===== src/rtl/cpu_pkg.sv =====
// Shared front-end pipeline types: hazard controller states and widths.
package cpu_pkg;

  typedef enum logic [1:0] {
    RUN      = 2'd0,
    BR_FLUSH = 2'd1,
    MEM_WAIT = 2'd2
  } hz_state_e;

  localparam logic [4:0] REG_ZERO  = 5'd0;
  localparam int         PENALTY_W = 3;

endpackage


===== src/rtl/hazard_ctrl_if.sv =====
// Hazard controller bundle: decode/EX hazard inputs, memory status, stage controls, counters.
interface hazard_ctrl_if #(parameter int CNT_W = 32);
  logic [4:0]       id_rs1_addr;
  logic [4:0]       id_rs2_addr;
  logic             id_use_rs1;
  logic             id_use_rs2;
  logic [4:0]       ex_rd_addr;
  logic             ex_mem_read;
  logic             ex_branch_taken;
  logic             imem_req;
  logic             imem_ready;
  logic             dmem_req;
  logic             dmem_ready;
  logic             pc_en;
  logic             ifid_en;
  logic             ifid_flush;
  logic             idex_en;
  logic             idex_flush;
  logic [CNT_W-1:0] stall_cnt;
  logic [CNT_W-1:0] flush_cnt;

  modport slave (
    input  id_rs1_addr, id_rs2_addr, id_use_rs1, id_use_rs2,
           ex_rd_addr, ex_mem_read, ex_branch_taken,
           imem_req, imem_ready, dmem_req, dmem_ready,
    output pc_en, ifid_en, ifid_flush, idex_en, idex_flush,
           stall_cnt, flush_cnt
  );

  modport master (
    output id_rs1_addr, id_rs2_addr, id_use_rs1, id_use_rs2,
           ex_rd_addr, ex_mem_read, ex_branch_taken,
           imem_req, imem_ready, dmem_req, dmem_ready,
    input  pc_en, ifid_en, ifid_flush, idex_en, idex_flush,
           stall_cnt, flush_cnt
  );
endinterface


===== src/rtl/sat_counter.sv =====
// Saturating up-counter with synchronous clear; holds at all-ones.
module sat_counter #(
  parameter int W = 32
) (
  input  logic         clk,
  input  logic         rst,
  input  logic         inc,
  input  logic         clear,
  output logic [W-1:0] q
);

  always_ff @(posedge clk or negedge rst) begin
    if (!rst)                 q <= '0;
    else if (clear)           q <= '0;
    else if (inc && q != '1)  q <= q + W'(1);
  end

endmodule


===== src/rtl/hazard_ctrl.sv =====
// IF/ID/EX sequencing: memory freeze, taken-branch flush window, load-use bubble.
module hazard_ctrl
  import cpu_pkg::*;
#(
  parameter int BR_FLUSH_CYCLES = 1,
  parameter int CNT_W           = 32
) (
  input  logic          clk,
  input  logic          rst,
  hazard_ctrl_if.slave  hif
);

  localparam logic [PENALTY_W-1:0] BR_RELOAD = PENALTY_W'(BR_FLUSH_CYCLES - 1);

  hz_state_e            state, nxt_state, ret_state, nxt_ret;
  hz_state_e            eff_state;
  logic [PENALTY_W-1:0] cnt, nxt_cnt;
  logic                 mem_busy, lu_hazard;
  logic                 pc_en_r, ifid_en_r, ifid_flush_r, idex_en_r, idex_flush_r;

  assign mem_busy  = (hif.imem_req & ~hif.imem_ready) | (hif.dmem_req & ~hif.dmem_ready);
  assign lu_hazard = hif.ex_mem_read & (hif.ex_rd_addr != REG_ZERO) &
                     ((hif.id_use_rs1 & (hif.ex_rd_addr == hif.id_rs1_addr)) |
                      (hif.id_use_rs2 & (hif.ex_rd_addr == hif.id_rs2_addr)));

  // cnt is frozen while busy, so it doubles as the saved flush count in MEM_WAIT.
  assign eff_state = (state == MEM_WAIT) ? ret_state : state;

  always_ff @(posedge clk or negedge rst) begin
    if (!rst) begin
      state     <= RUN;
      ret_state <= RUN;
      cnt       <= '0;
    end else begin
      state     <= nxt_state;
      ret_state <= nxt_ret;
      cnt       <= nxt_cnt;
    end
  end

  always_comb begin
    nxt_state    = state;
    nxt_ret      = ret_state;
    nxt_cnt      = cnt;
    pc_en_r      = 1'b0;
    ifid_en_r    = 1'b0;
    ifid_flush_r = 1'b0;
    idex_en_r    = 1'b0;
    idex_flush_r = 1'b0;
    if (mem_busy) begin
      if (state != MEM_WAIT) begin
        nxt_ret   = state;
        nxt_state = MEM_WAIT;
      end
    end else begin
      unique case (eff_state)
        BR_FLUSH: begin
          pc_en_r      = 1'b1;
          ifid_en_r    = 1'b1;
          ifid_flush_r = 1'b1;
          idex_en_r    = 1'b1;
          idex_flush_r = 1'b1;
          nxt_cnt      = cnt - PENALTY_W'(1);
          nxt_state    = (cnt <= PENALTY_W'(1)) ? RUN : BR_FLUSH;
        end
        default: begin
          nxt_state = RUN;
          if (hif.ex_branch_taken) begin
            pc_en_r      = 1'b1;
            ifid_en_r    = 1'b1;
            ifid_flush_r = 1'b1;
            idex_en_r    = 1'b1;
            idex_flush_r = 1'b1;
            if (BR_FLUSH_CYCLES > 1) begin
              nxt_cnt   = BR_RELOAD;
              nxt_state = BR_FLUSH;
            end
          end else if (lu_hazard) begin
            idex_en_r    = 1'b1;
            idex_flush_r = 1'b1;
          end else begin
            pc_en_r   = 1'b1;
            ifid_en_r = 1'b1;
            idex_en_r = 1'b1;
          end
        end
      endcase
    end
  end

  // Reset state is RUN, whose normal decode would enable everything; gate with rst.
  assign hif.pc_en      = rst & pc_en_r;
  assign hif.ifid_en    = rst & ifid_en_r;
  assign hif.ifid_flush = rst & ifid_flush_r;
  assign hif.idex_en    = rst & idex_en_r;
  assign hif.idex_flush = rst & idex_flush_r;

  sat_counter #(.W(CNT_W)) u_stall_cnt (
    .clk   (clk),
    .rst   (rst),
    .inc   (~hif.pc_en),
    .clear (1'b0),
    .q     (hif.stall_cnt)
  );

  sat_counter #(.W(CNT_W)) u_flush_cnt (
    .clk   (clk),
    .rst   (rst),
    .inc   (hif.ifid_flush),
    .clear (1'b0),
    .q     (hif.flush_cnt)
  );

endmodule


===== src/flat_wrapper.sv =====
// flat-port wrapper written by rule: the top's interface ports become plain ports
module hazard_ctrl_flat import cpu_pkg::*;
#(
  parameter int BR_FLUSH_CYCLES = 1,
  parameter int CNT_W           = 32
)
  (clk, rst, hif_id_rs1_addr, hif_id_rs2_addr, hif_id_use_rs1, hif_id_use_rs2, hif_ex_rd_addr, hif_ex_mem_read, hif_ex_branch_taken, hif_imem_req, hif_imem_ready, hif_dmem_req, hif_dmem_ready, hif_pc_en, hif_ifid_en, hif_ifid_flush, hif_idex_en, hif_idex_flush, hif_stall_cnt, hif_flush_cnt);
  hazard_ctrl_if #(.CNT_W(CNT_W)) hif_i ();
  input  logic clk;
  input  logic rst;
  input wire logic [$bits(hif_i.id_rs1_addr)-1:0] hif_id_rs1_addr;
  input wire logic [$bits(hif_i.id_rs2_addr)-1:0] hif_id_rs2_addr;
  input wire logic [$bits(hif_i.id_use_rs1)-1:0] hif_id_use_rs1;
  input wire logic [$bits(hif_i.id_use_rs2)-1:0] hif_id_use_rs2;
  input wire logic [$bits(hif_i.ex_rd_addr)-1:0] hif_ex_rd_addr;
  input wire logic [$bits(hif_i.ex_mem_read)-1:0] hif_ex_mem_read;
  input wire logic [$bits(hif_i.ex_branch_taken)-1:0] hif_ex_branch_taken;
  input wire logic [$bits(hif_i.imem_req)-1:0] hif_imem_req;
  input wire logic [$bits(hif_i.imem_ready)-1:0] hif_imem_ready;
  input wire logic [$bits(hif_i.dmem_req)-1:0] hif_dmem_req;
  input wire logic [$bits(hif_i.dmem_ready)-1:0] hif_dmem_ready;
  output wire logic [$bits(hif_i.pc_en)-1:0] hif_pc_en;
  output wire logic [$bits(hif_i.ifid_en)-1:0] hif_ifid_en;
  output wire logic [$bits(hif_i.ifid_flush)-1:0] hif_ifid_flush;
  output wire logic [$bits(hif_i.idex_en)-1:0] hif_idex_en;
  output wire logic [$bits(hif_i.idex_flush)-1:0] hif_idex_flush;
  output wire logic [$bits(hif_i.stall_cnt)-1:0] hif_stall_cnt;
  output wire logic [$bits(hif_i.flush_cnt)-1:0] hif_flush_cnt;
  assign hif_i.id_rs1_addr = hif_id_rs1_addr;
  assign hif_i.id_rs2_addr = hif_id_rs2_addr;
  assign hif_i.id_use_rs1 = hif_id_use_rs1;
  assign hif_i.id_use_rs2 = hif_id_use_rs2;
  assign hif_i.ex_rd_addr = hif_ex_rd_addr;
  assign hif_i.ex_mem_read = hif_ex_mem_read;
  assign hif_i.ex_branch_taken = hif_ex_branch_taken;
  assign hif_i.imem_req = hif_imem_req;
  assign hif_i.imem_ready = hif_imem_ready;
  assign hif_i.dmem_req = hif_dmem_req;
  assign hif_i.dmem_ready = hif_dmem_ready;
  assign hif_pc_en = hif_i.pc_en;
  assign hif_ifid_en = hif_i.ifid_en;
  assign hif_ifid_flush = hif_i.ifid_flush;
  assign hif_idex_en = hif_i.idex_en;
  assign hif_idex_flush = hif_i.idex_flush;
  assign hif_stall_cnt = hif_i.stall_cnt;
  assign hif_flush_cnt = hif_i.flush_cnt;
  hazard_ctrl #(.BR_FLUSH_CYCLES(BR_FLUSH_CYCLES), .CNT_W(CNT_W)) u_core (.clk(clk), .rst(rst), .hif(hif_i));
endmodule

===== config.mk =====
export PLATFORM = sky130hd
export DESIGN_NAME = hazard_ctrl_flat
export DESIGN_NICKNAME = d
export VERILOG_FILES = /design/src/rtl/cpu_pkg.sv /design/src/rtl/hazard_ctrl_if.sv /design/src/rtl/sat_counter.sv /design/src/rtl/hazard_ctrl.sv /design/src/flat_wrapper.sv
export SDC_FILE = /design/constraint.sdc
export NUM_CORES = 1
export LEC_CHECK = 0
export CELL_PAD_IN_SITES_DETAIL_PLACEMENT = 2
export CELL_PAD_IN_SITES_GLOBAL_PLACEMENT = 2
export CORE_AREA = 2 2 112 114
export DETAILED_ROUTE_END_ITERATION = 10
export DIE_AREA = 0 0 114 116
export PLACE_DENSITY_LB_ADDON = 0.1
export SYNTH_ARGS = -nofsm -noshare
export SYNTH_HDL_FRONTEND = slang
export SYNTH_SLANG_ARGS = --single-unit

===== constraint.sdc =====
create_clock -name clk -period 3.57 [get_ports clk]
set_clock_uncertainty 0.05 [all_clocks]
set_input_delay 0.8925 -clock clk [delete_from_list [all_inputs] [get_ports clk]]
set_output_delay 0.8925 -clock clk [all_outputs]
set_load 0.005 [all_outputs]

# ---- Yosys cells after proc, flatten, opt, wreduce, memory -nomap -nowiden
# Cells that the tools add are included.
# W data, S select, Z words.
dict set report word_totals {
  regBits 71
  input_bits 25
  output_inout_bits 69
  wordCells 55
}
dict set report classes {
  n_addsub 3
  n_lt_le_gt_ge 1
  n_eq_ne 8
  muxes 17
  bitwise 16
  reduce_logical 5
}
# cell n
set ops {}
lappend ops {{$add A32 B1 Y32 const B} 2}
lappend ops {{$ne A32 B32 Y1 const B} 2}
lappend ops {{$mux W1} 13}
lappend ops {{$and A1 B1 Y1} 10}
lappend ops {{$eq A5 B5 Y1} 2}
lappend ops {{$mux W2} 4}
lappend ops {{$reduce_bool A5 Y1} 1}
lappend ops {{$ne A2 B2 Y1 const B} 2}
lappend ops {{$not A1 Y1} 4}
lappend ops {{$reduce_and A2 Y1} 2}
lappend ops {{$le A3 B1 Y1 const B} 1}
lappend ops {{$sub A3 B1 Y3 const B} 1}
lappend ops {{$eq A2 B1 Y1 const B} 1}
lappend ops {{$eq A2 B2 Y1 const B} 1}
lappend ops {{$logic_and A1 B1 Y1} 2}
lappend ops {{$or A1 B1 Y1} 2}

# ---- Longest topological paths before layout
# Gate-level depths: netlist of run 1.
dict set report logic_depth {
  depth_word 11
  mapped_depth 7
  ltp_nobuf 7
}

# ---- Cells and area by module
# Synthesis of run 1 repeated with hierarchy kept, for this count alone.
dict set report unflattened {
  hier_cells 452
  area_unflattened_um2 4240.3
}
# module n_inst cells_per_inst area_per_inst_um2 seq_area_each_um2
set modules_own_cells {}
lappend modules_own_cells {sat_counter 2 198 1854.3 800.8}
lappend modules_own_cells {hazard_ctrl 1 56 531.8 175.2}

# ---- Worst setup path before layout of run 1
# No wires, ideal clock.
dict set report synth_path {
  path_type {input to output}
  startpoint {input port hif_ex_rd_addr[0]}
  endpoint {output port hif_pc_en}
  arrival_ns 2.202
  required_ns 2.628
  setup_slack_ns 0.426
  path_stages 5
  path_buffers 2
  path_cell_list {or4_1 > o21a_1 > a31oi_2 > buf_2 > buf_4}
}
dict set report synth_between {
  elab_chain_cells 9
  elab_cells_between_ends 13
  cone_classes {eq/ne: 2; mux: 4; bitwise: 6; reduce/logical: 1}
}
# item line_no
set synth_rtl {}
lappend synth_rtl {{start, declared} flat_wrapper.sv:15} ;# input wire logic [$bits(hif_i.ex_rd_addr)-1:0] hif_ex_rd_addr;
lappend synth_rtl {{$eq A5 B5 Y1, on equally long branches} {hazard_ctrl.sv:23, hazard_ctrl.sv:24}}
lappend synth_rtl {{$and A1 B1 Y1, on equally long branches} {hazard_ctrl.sv:23, hazard_ctrl.sv:24}}
lappend synth_rtl {{$or A1 B1 Y1} hazard_ctrl.sv:23} ;# ((hif.id_use_rs1 & (hif.ex_rd_addr == hif.id_rs1_addr)) |
lappend synth_rtl {{$and A1 B1 Y1 *} hazard_ctrl.sv:22} ;# assign lu_hazard = hif.ex_mem_read & (hif.ex_rd_addr != REG_ZERO) &
lappend synth_rtl {{$mux W1 * (4 in a row)} -}
lappend synth_rtl {{$and A1 B1 Y1 *} -}
lappend synth_rtl {{end, declared} flat_wrapper.sv:22} ;# output wire logic [$bits(hif_i.pc_en)-1:0] hif_pc_en;
# Mark *: on every way between the ends. The rest lies on a longest branch, timed or not.

# ---- Worst setup path after layout of run 1
dict set report layout_path {
  startpoint {input port hif_ex_rd_addr[0]}
  endpoint {output port hif_pc_en}
}
dict set report layout_between {
  elab_chain_cells 9
  elab_cells_between_ends 13
  cone_classes {eq/ne: 2; mux: 4; bitwise: 6; reduce/logical: 1}
}
# item line_no
set layout_rtl {}
lappend layout_rtl {{$eq A5 B5 Y1, on equally long branches} {hazard_ctrl.sv:23, hazard_ctrl.sv:24}}
lappend layout_rtl {{$and A1 B1 Y1, on equally long branches} {hazard_ctrl.sv:23, hazard_ctrl.sv:24}}
lappend layout_rtl {{$or A1 B1 Y1} hazard_ctrl.sv:23}
lappend layout_rtl {{$and A1 B1 Y1 *} hazard_ctrl.sv:22}
lappend layout_rtl {{$mux W1 *} hazard_ctrl.sv:78} ;# end else if (lu_hazard) begin
lappend layout_rtl {{$mux W1 *} hazard_ctrl.sv:68} ;# if (hif.ex_branch_taken) begin
lappend layout_rtl {{$mux W1 *} hazard_ctrl.sv:56} ;# unique case (eff_state)
lappend layout_rtl {{$mux W1 *} hazard_ctrl.sv:50} ;# if (mem_busy) begin
lappend layout_rtl {{$and A1 B1 Y1 *} hazard_ctrl.sv:92} ;# assign hif.pc_en = rst & pc_en_r;
# Marked as above.

==> impl_metrics.ini, run 1 <==
[run_status]
status = completed

[setup_path]
worst-r2r-cell-count = 7
slowest_stage = or4_4
cp-endpoint = hif_pc_en
arrival_ns = 2.59
crit_type = input pin to output pin
reg2reg_slack_ns = 1.24
cp_max_fo = 3
r2r-end = u_core.u_stall_cnt.q[12]$_DFFE_PN0P_
cp.depth = 5
cpPeakStageDelay_ns = 0.56
worstPathRequired_ns = 2.63
reg2reg_from = u_core.u_stall_cnt.q[9]$_DFFE_PN0P_
crit_buf_inv = 2
cp_top_family = buffers and inverters
critical_path.startpoint_type = input pin
startpoint = hif_ex_rd_addr[0]
crit_chain = clkdlybuf4s50_1 -> or4_4 -> o21a_1 -> a31oi_4 -> dlygate4sd2_1
endpoint_kind = output pin

[finish]
antenna_cells = 0
fin_util_pct = 43.0
drive_above_1_share_pct = 11.2
area_growth_pct = 40.3
stdcell_area_sq_um = 5120
fill_cells = 1266
nets = 482
instances_no_fill = 604
final_common_cell = clkdlybuf4s50_1
final_cell_mix = clkdlybuf4s50_1 (89), dfrtp_1 (71), xor2_1 (41)

[yosys]
ys_ff_latch = 71
ys_async_sr_fraction_pct = 100
yosys.cell_types.count = 45
seq_area_frac_synth_pct = 48.6
synth_area_per_cell_sq_um = 10.6
synth_warnings = 0
ys.flop_type = dfrtp_1
synth_edf_count = 0
syn_area_sq_um = 3650
syn_nets = 373
postSynthCellCount = 344

[placed_design]
dp_hpwl_um = 7790
dpl_worst_slack_ns = -0.332
place.gp.congestion = 0.779
dpl_cell_area_sq_um = 4820
port_buffers = 93
dp_cells = 589

[detailed_routing]
drt_first_pass_iters = 4
vias_per_cell = 4.96
num_vias = 2993
ant_nets = 0
drt_iter0_drc = 100
route.final.wire_length_um = 10600
post_drt_wl_per_cell_um = 17.5
remaining_drc_errors = 0

[cts]
numCtsBuffers = 9
htree_levels = 3
clk_pin_slew_ns = 0.05
clock_path_buffers = 2
clock_sinks = 71
clk_latency_ns = 0.34
cts-root-buf = clkbuf_16
cts_tree = yes

[grt]
grt_overflow = 0
grt_max_degree = 41
antenna_found_initial = 0
grt_use_total_pct = 17.4
grt_pass1_vias = 3267
grt_pass1_wl_um = 17600

[pwr]
total_power_mw = 2.46
powerDensity_nw_per_um2 = 479
leakagePower_nw = 2.14
seqPwrFrac_pct = 43.1
pwr-share-comb_pct = 19.7
switching_share_pct = 27.8
vdd_ir_drop_max_uv = 185
power.switching_uw = 682
pwr-share-clk_pct = 37.2
p_int_mw = 1.77

[sta]
rsz0062_at_grt = true
finalWorstSetupSlack_ns = 0.0349
drv_slew = 0
finalHoldViolCount = 0
worst-slew-pin-transition_ns = 0.598
finalSetupViolCount = 0
worst_hold_slack_ns = 0.416
post-route-period-util_pct = 99.0
setup_tns_ns = 0
slew_headroom_pct = 59.9
finalCriticalPeriod_ns = 3.54
max_clock_freq_mhz = 283

[floorplanning]
die_w_um = 114
dieArea_sq_um = 13200
start_util_pct = 30.7
design.core.area_sq_um = 11900
rows = 40
die_h_um = 116
io_pins = 94

[job]
maxCapViolations = 0

[worst_hold_path]
hold_class = flop to flop
## worst reg2reg max path, stage by stage, from the launching register on
cell,delay (ns)
dfrtp_1,0.46
nand3_2,0.14
nor2_1,0.30
nand4_1,0.26
nor3_4,0.46
buf_4,0.28
nor3_1,0.09
xor2_1,0.17
## kinds of logic (layout without fill, tap and decap cells)
group / Yosys count / after routing / share of synthesized area (%)
and+or+nand+nor: 158 / 158 / 26.2
adders and majority gates: 4 / 4 / 1.37
muxes: 2 / 2 / 0.617
DFF: 71 / 71 / 48.6
buffers and inverters: 20 / 133 / 2.50
xor gates and xnor gates: 74 / 74 / 17.7
AOI/OAI and AO/OA: 15 / 15 / 2.91
## sequential cells by signal (all words and copies together), names as in the netlist
register              flops
u_core.cnt                3
u_core.ret_state          2
u_core.state              2
u_core.u_flush_cnt.q     32
u_core.u_stall_cnt.q     32
## layout make-up
type	instances	area, sq um	share of cell area, %
Multi-Input combinational cell	253	1800	35.2
Clock inverter	3	42.5	0.830
Timing Repair Buffer	106	1020	19.8
Sequential cell	71	1780	34.7
Tap cell	147	184	3.59
Inverter	12	45.0	0.879
Clock buffer	12	256	5.01
## metal layers
metal  routed length, um  global-route usage, %
met1                4550                   21.1
met2                5320                   29.6
met3                 530                   4.55
met4                 183                   6.83
met5                   0                      0
## repair_timing
| action | in CTS | in global routing |
|---|---|---|
| pin swaps | 1 | 1 |
| hold buffers | 0 | 0 |
| buffers inserted | 0 | 0 |
| endpoints found under the setup margin | 3 | 3 |
| hold endpoints to repair | 0 | 0 |
| gates resized for setup | 5 | 2 |
## power groups by stage
stage | registers (mW) | clock network [mW] | logic, mW
floorplan | 1.04 | 0 | 0.183
global placement | 1.07 | 0 | 0.480
detailed placement | 1.07 | 0 | 0.493
CTS | 1.06 | 0.951 | 0.496
global route | 1.08 | 0.979 | 0.530
finish | 1.06 | 0.914 | 0.484
## how the worst min path moves through the flow
stage | slack, ns | depth (start not counted) | to | startpoint
floorplan | 0.39 | 1 | u_core.cnt[2]$_DFFE_PN0P_ | u_core.cnt[2]$_DFFE_PN0P_
global placement | 0.41 | 1 | u_core.cnt[2]$_DFFE_PN0P_ | u_core.cnt[2]$_DFFE_PN0P_
detailed placement | 0.41 | 1 | u_core.cnt[2]$_DFFE_PN0P_ | u_core.cnt[2]$_DFFE_PN0P_
CTS | 0.42 | 1 | u_core.cnt[2]$_DFFE_PN0P_ | u_core.cnt[2]$_DFFE_PN0P_
global route | 0.44 | 1 | u_core.cnt[2]$_DFFE_PN0P_ | u_core.cnt[2]$_DFFE_PN0P_
finish | 0.42 | 1 | u_core.cnt[2]$_DFFE_PN0P_ | u_core.cnt[2]$_DFFE_PN0P_
## Yosys cell counts, types with 2 or more instances
| cell type | number | area (sq um) |
|---|---|---|
| dfrtp_1 | 71 | 1780 |
| xor2_1 | 41 | 359 |
| xnor2_1 | 33 | 289 |
| nand2_1 | 26 | 97.6 |
| nand3_1 | 26 | 130 |
| nor3_1 | 24 | 120 |
| nand4_1 | 19 | 119 |
| nor2_1 | 18 | 67.6 |
| inv_1 | 12 | 45.0 |
| and3_1 | 8 | 50.1 |
| and4_1 | 5 | 43.8 |
| a21oi_1 | 4 | 20.0 |
| buf_2 | 4 | 20.0 |
| ha_1 | 4 | 50.1 |
| nor4_1 | 4 | 25.0 |
| buf_4 | 3 | 22.5 |
| nor3_4 | 3 | 48.8 |
| nor4_2 | 3 | 37.5 |
| nor4b_2 | 3 | 45.0 |
| and2_1 | 2 | 12.5 |
| and3_2 | 2 | 15.0 |
| nand3_2 | 2 | 20.0 |
| nor2b_1 | 2 | 12.5 |
| nor3b_1 | 2 | 15.0 |
| nor4b_1 | 2 | 17.5 |
| o22ai_1 | 2 | 12.5 |
Power figures use the tool's default switching activity.
==> run 2, diff against run 1 <==
CAP_MARGIN = 40   (was default)
CORE_AREA = 2 2 100 102   (was 2 2 112 114)
DIE_AREA = 0 0 102 104   (was 0 0 114 116)
DONT_BUFFER_PORTS = 1   (was default)
==> impl_metrics.ini, run 2 (synthesized netlist as in run 1, its figures left out) <==
[cts]
clk_latency_ns = 0.35
clock_sinks = 71
hold_buffers = 0
cts_tree = yes
clock_path_buffers = 2
htree_levels = 3
postCtsSetupRepairBufs = 0
cts-root-buf = clkbuf_8
post_cts_resize_count = 0
numCtsBuffers = 9
clk_pin_slew_ns = 0.07

[sta]
finalHoldViolCount = 0
finalCriticalPeriod_ns = 2.95
finalSetupViolCount = 0
max_clock_freq_mhz = 339
worst_hold_slack_ns = 0.181
setup_tns_ns = 0
slew_headroom_pct = 62.4
worst-slew-pin-transition_ns = 0.561
drv_slew = 0
rsz0062_at_grt = false
post-route-period-util_pct = 82.6

[finish]
regArea_sq_um = 1780
antenna_cells = 0
nets = 381
final_cell_mix = dfrtp_1 (71), xor2_1 (41), xnor2_1 (33)
area_growth_pct = 9.39
fill_cells = 1020
reg.largest.list = u_core.u_flush_cnt.q: 32 flops, u_core.u_stall_cnt.q: 32 flops, u_core.cnt: 3 flops
drive_above_1_share_pct = 10.4
final_common_cell = dfrtp_1
multi_input_area_sq_um = 1790

[placed_design]
port_buffers = 0
place.gp.congestion = 0.704
dp_hpwl_um = 6690

[setup_path]
endpoint_kind = output pin
critical_path.startpoint_type = input pin
arrival_ns = 2.01
crit_type = input pin to output pin
worstPathRequired_ns = 2.63
cp_max_fo = 5

[pwr]
powerDensity_nw_per_um2 = 476
vdd_ir_drop_max_uv = 225
total_power_mw = 1.90
leakagePower_nw = 1.69

[grt]
grt_pass1_wl_um = 15400
antenna_found_initial = 0
grt_pass1_vias = 2960
grt_use_total_pct = 18.8
grt_max_degree = 73
grt_overflow = 0

[floorplanning]
rows = 36
die_w_um = 102
design.core.area_sq_um = 9550
start_util_pct = 38.2
io_pins = 94
die_h_um = 104
dieArea_sq_um = 10600

[run_status]
status = completed

[detailed_routing]
post_drt_wl_per_cell_um = 18.9
drt_first_pass_iters = 4
ant_nets = 0
vias_per_cell = 5.40
route.final.wire_length_um = 9240
drt_iter0_drc = 75
num_vias = 2640
remaining_drc_errors = 0

[worst_hold_path]
hold_class = input pin to async pin

[job]
maxCapViolations = 0
==> run 2: cell count changes in the layout (fill, tap and decap cells not counted), sizes merged <==
cell and delta:
bufinv -1, buf -9, clkinv -1, clkinvlp -1, clkbuf +2, dlygate4sd2 -2
clkdlybuf4s50 -89
==> run 2: power by group <==
part	switching, mW	leakage (nW)	internal (mW)
Combinational	0.111	0.702	0.109
Sequential	0.176	0.894	0.903
Clock	0.293	0.0898	0.307
Total	0.581	1.69	1.32
==> run 2: worst paths after layout <==
check / from / end / slack [ns] / depth (start not counted)
max reg2reg: u_core.u_stall_cnt.q[9]$_DFFE_PN0P_ / u_core.u_stall_cnt.q[1]$_DFFE_PN0P_ / 1.08 / 7
max: hif_ex_rd_addr[0] / hif_pc_en / 0.62 / 3
min in group clk: u_core.cnt[1]$_DFFE_PN0P_ / u_core.cnt[1]$_DFFE_PN0P_ / 0.43 / 2
max in group asynchronous: rst / u_core.u_flush_cnt.q[3]$_DFFE_PN0P_ / 3.18 / 0
min: rst / u_core.ret_state[0]$_DFFE_PN0P_ / 0.18 / 0
min reg2reg: u_core.cnt[1]$_DFFE_PN0P_ / u_core.cnt[1]$_DFFE_PN0P_ / 0.43 / 2
==> run 2: routing by layer <==
| layer | share of wire, % | GRT usage [%] |
|---|---|---|
| met1 | 42 | 22.7 |
| met2 | 51 | 31.5 |
| met3 | 5.5 | 6.85 |
| met4 | 0.99 | 4.86 |
| met5 | 0 | 0 |
==> run 2: per-stage QoR <==
step                setup WS, ns  utilization [%]  cells  instance area [sq um]
detailed placement         0.595             40.0    474                   3820
global placement           0.623             40.0    474                   3820
CTS                        0.597             41.8    489                   4000
global route               0.583             41.8    489                   4000
finish                     0.620             41.8    489                   4000
floorplan                  0.426                -    344                   3650
==> run 2: critical path, cell delays in order <==
cell,delay (ns)
or4_1,0.53
o21a_1,0.24
a31oi_4,0.35
==> run 2: layout make-up <==
| type | instances | area share, % |
|---|---|---|
| sequential | 71 | 44.5 |
| tap | 133 | 4.17 |
| timing repair buffer | 5 | 0.940 |
| inverter | 12 | 1.13 |
| multi-input combinational | 253 | 44.9 |
| clock buffer | 15 | 4.42 |
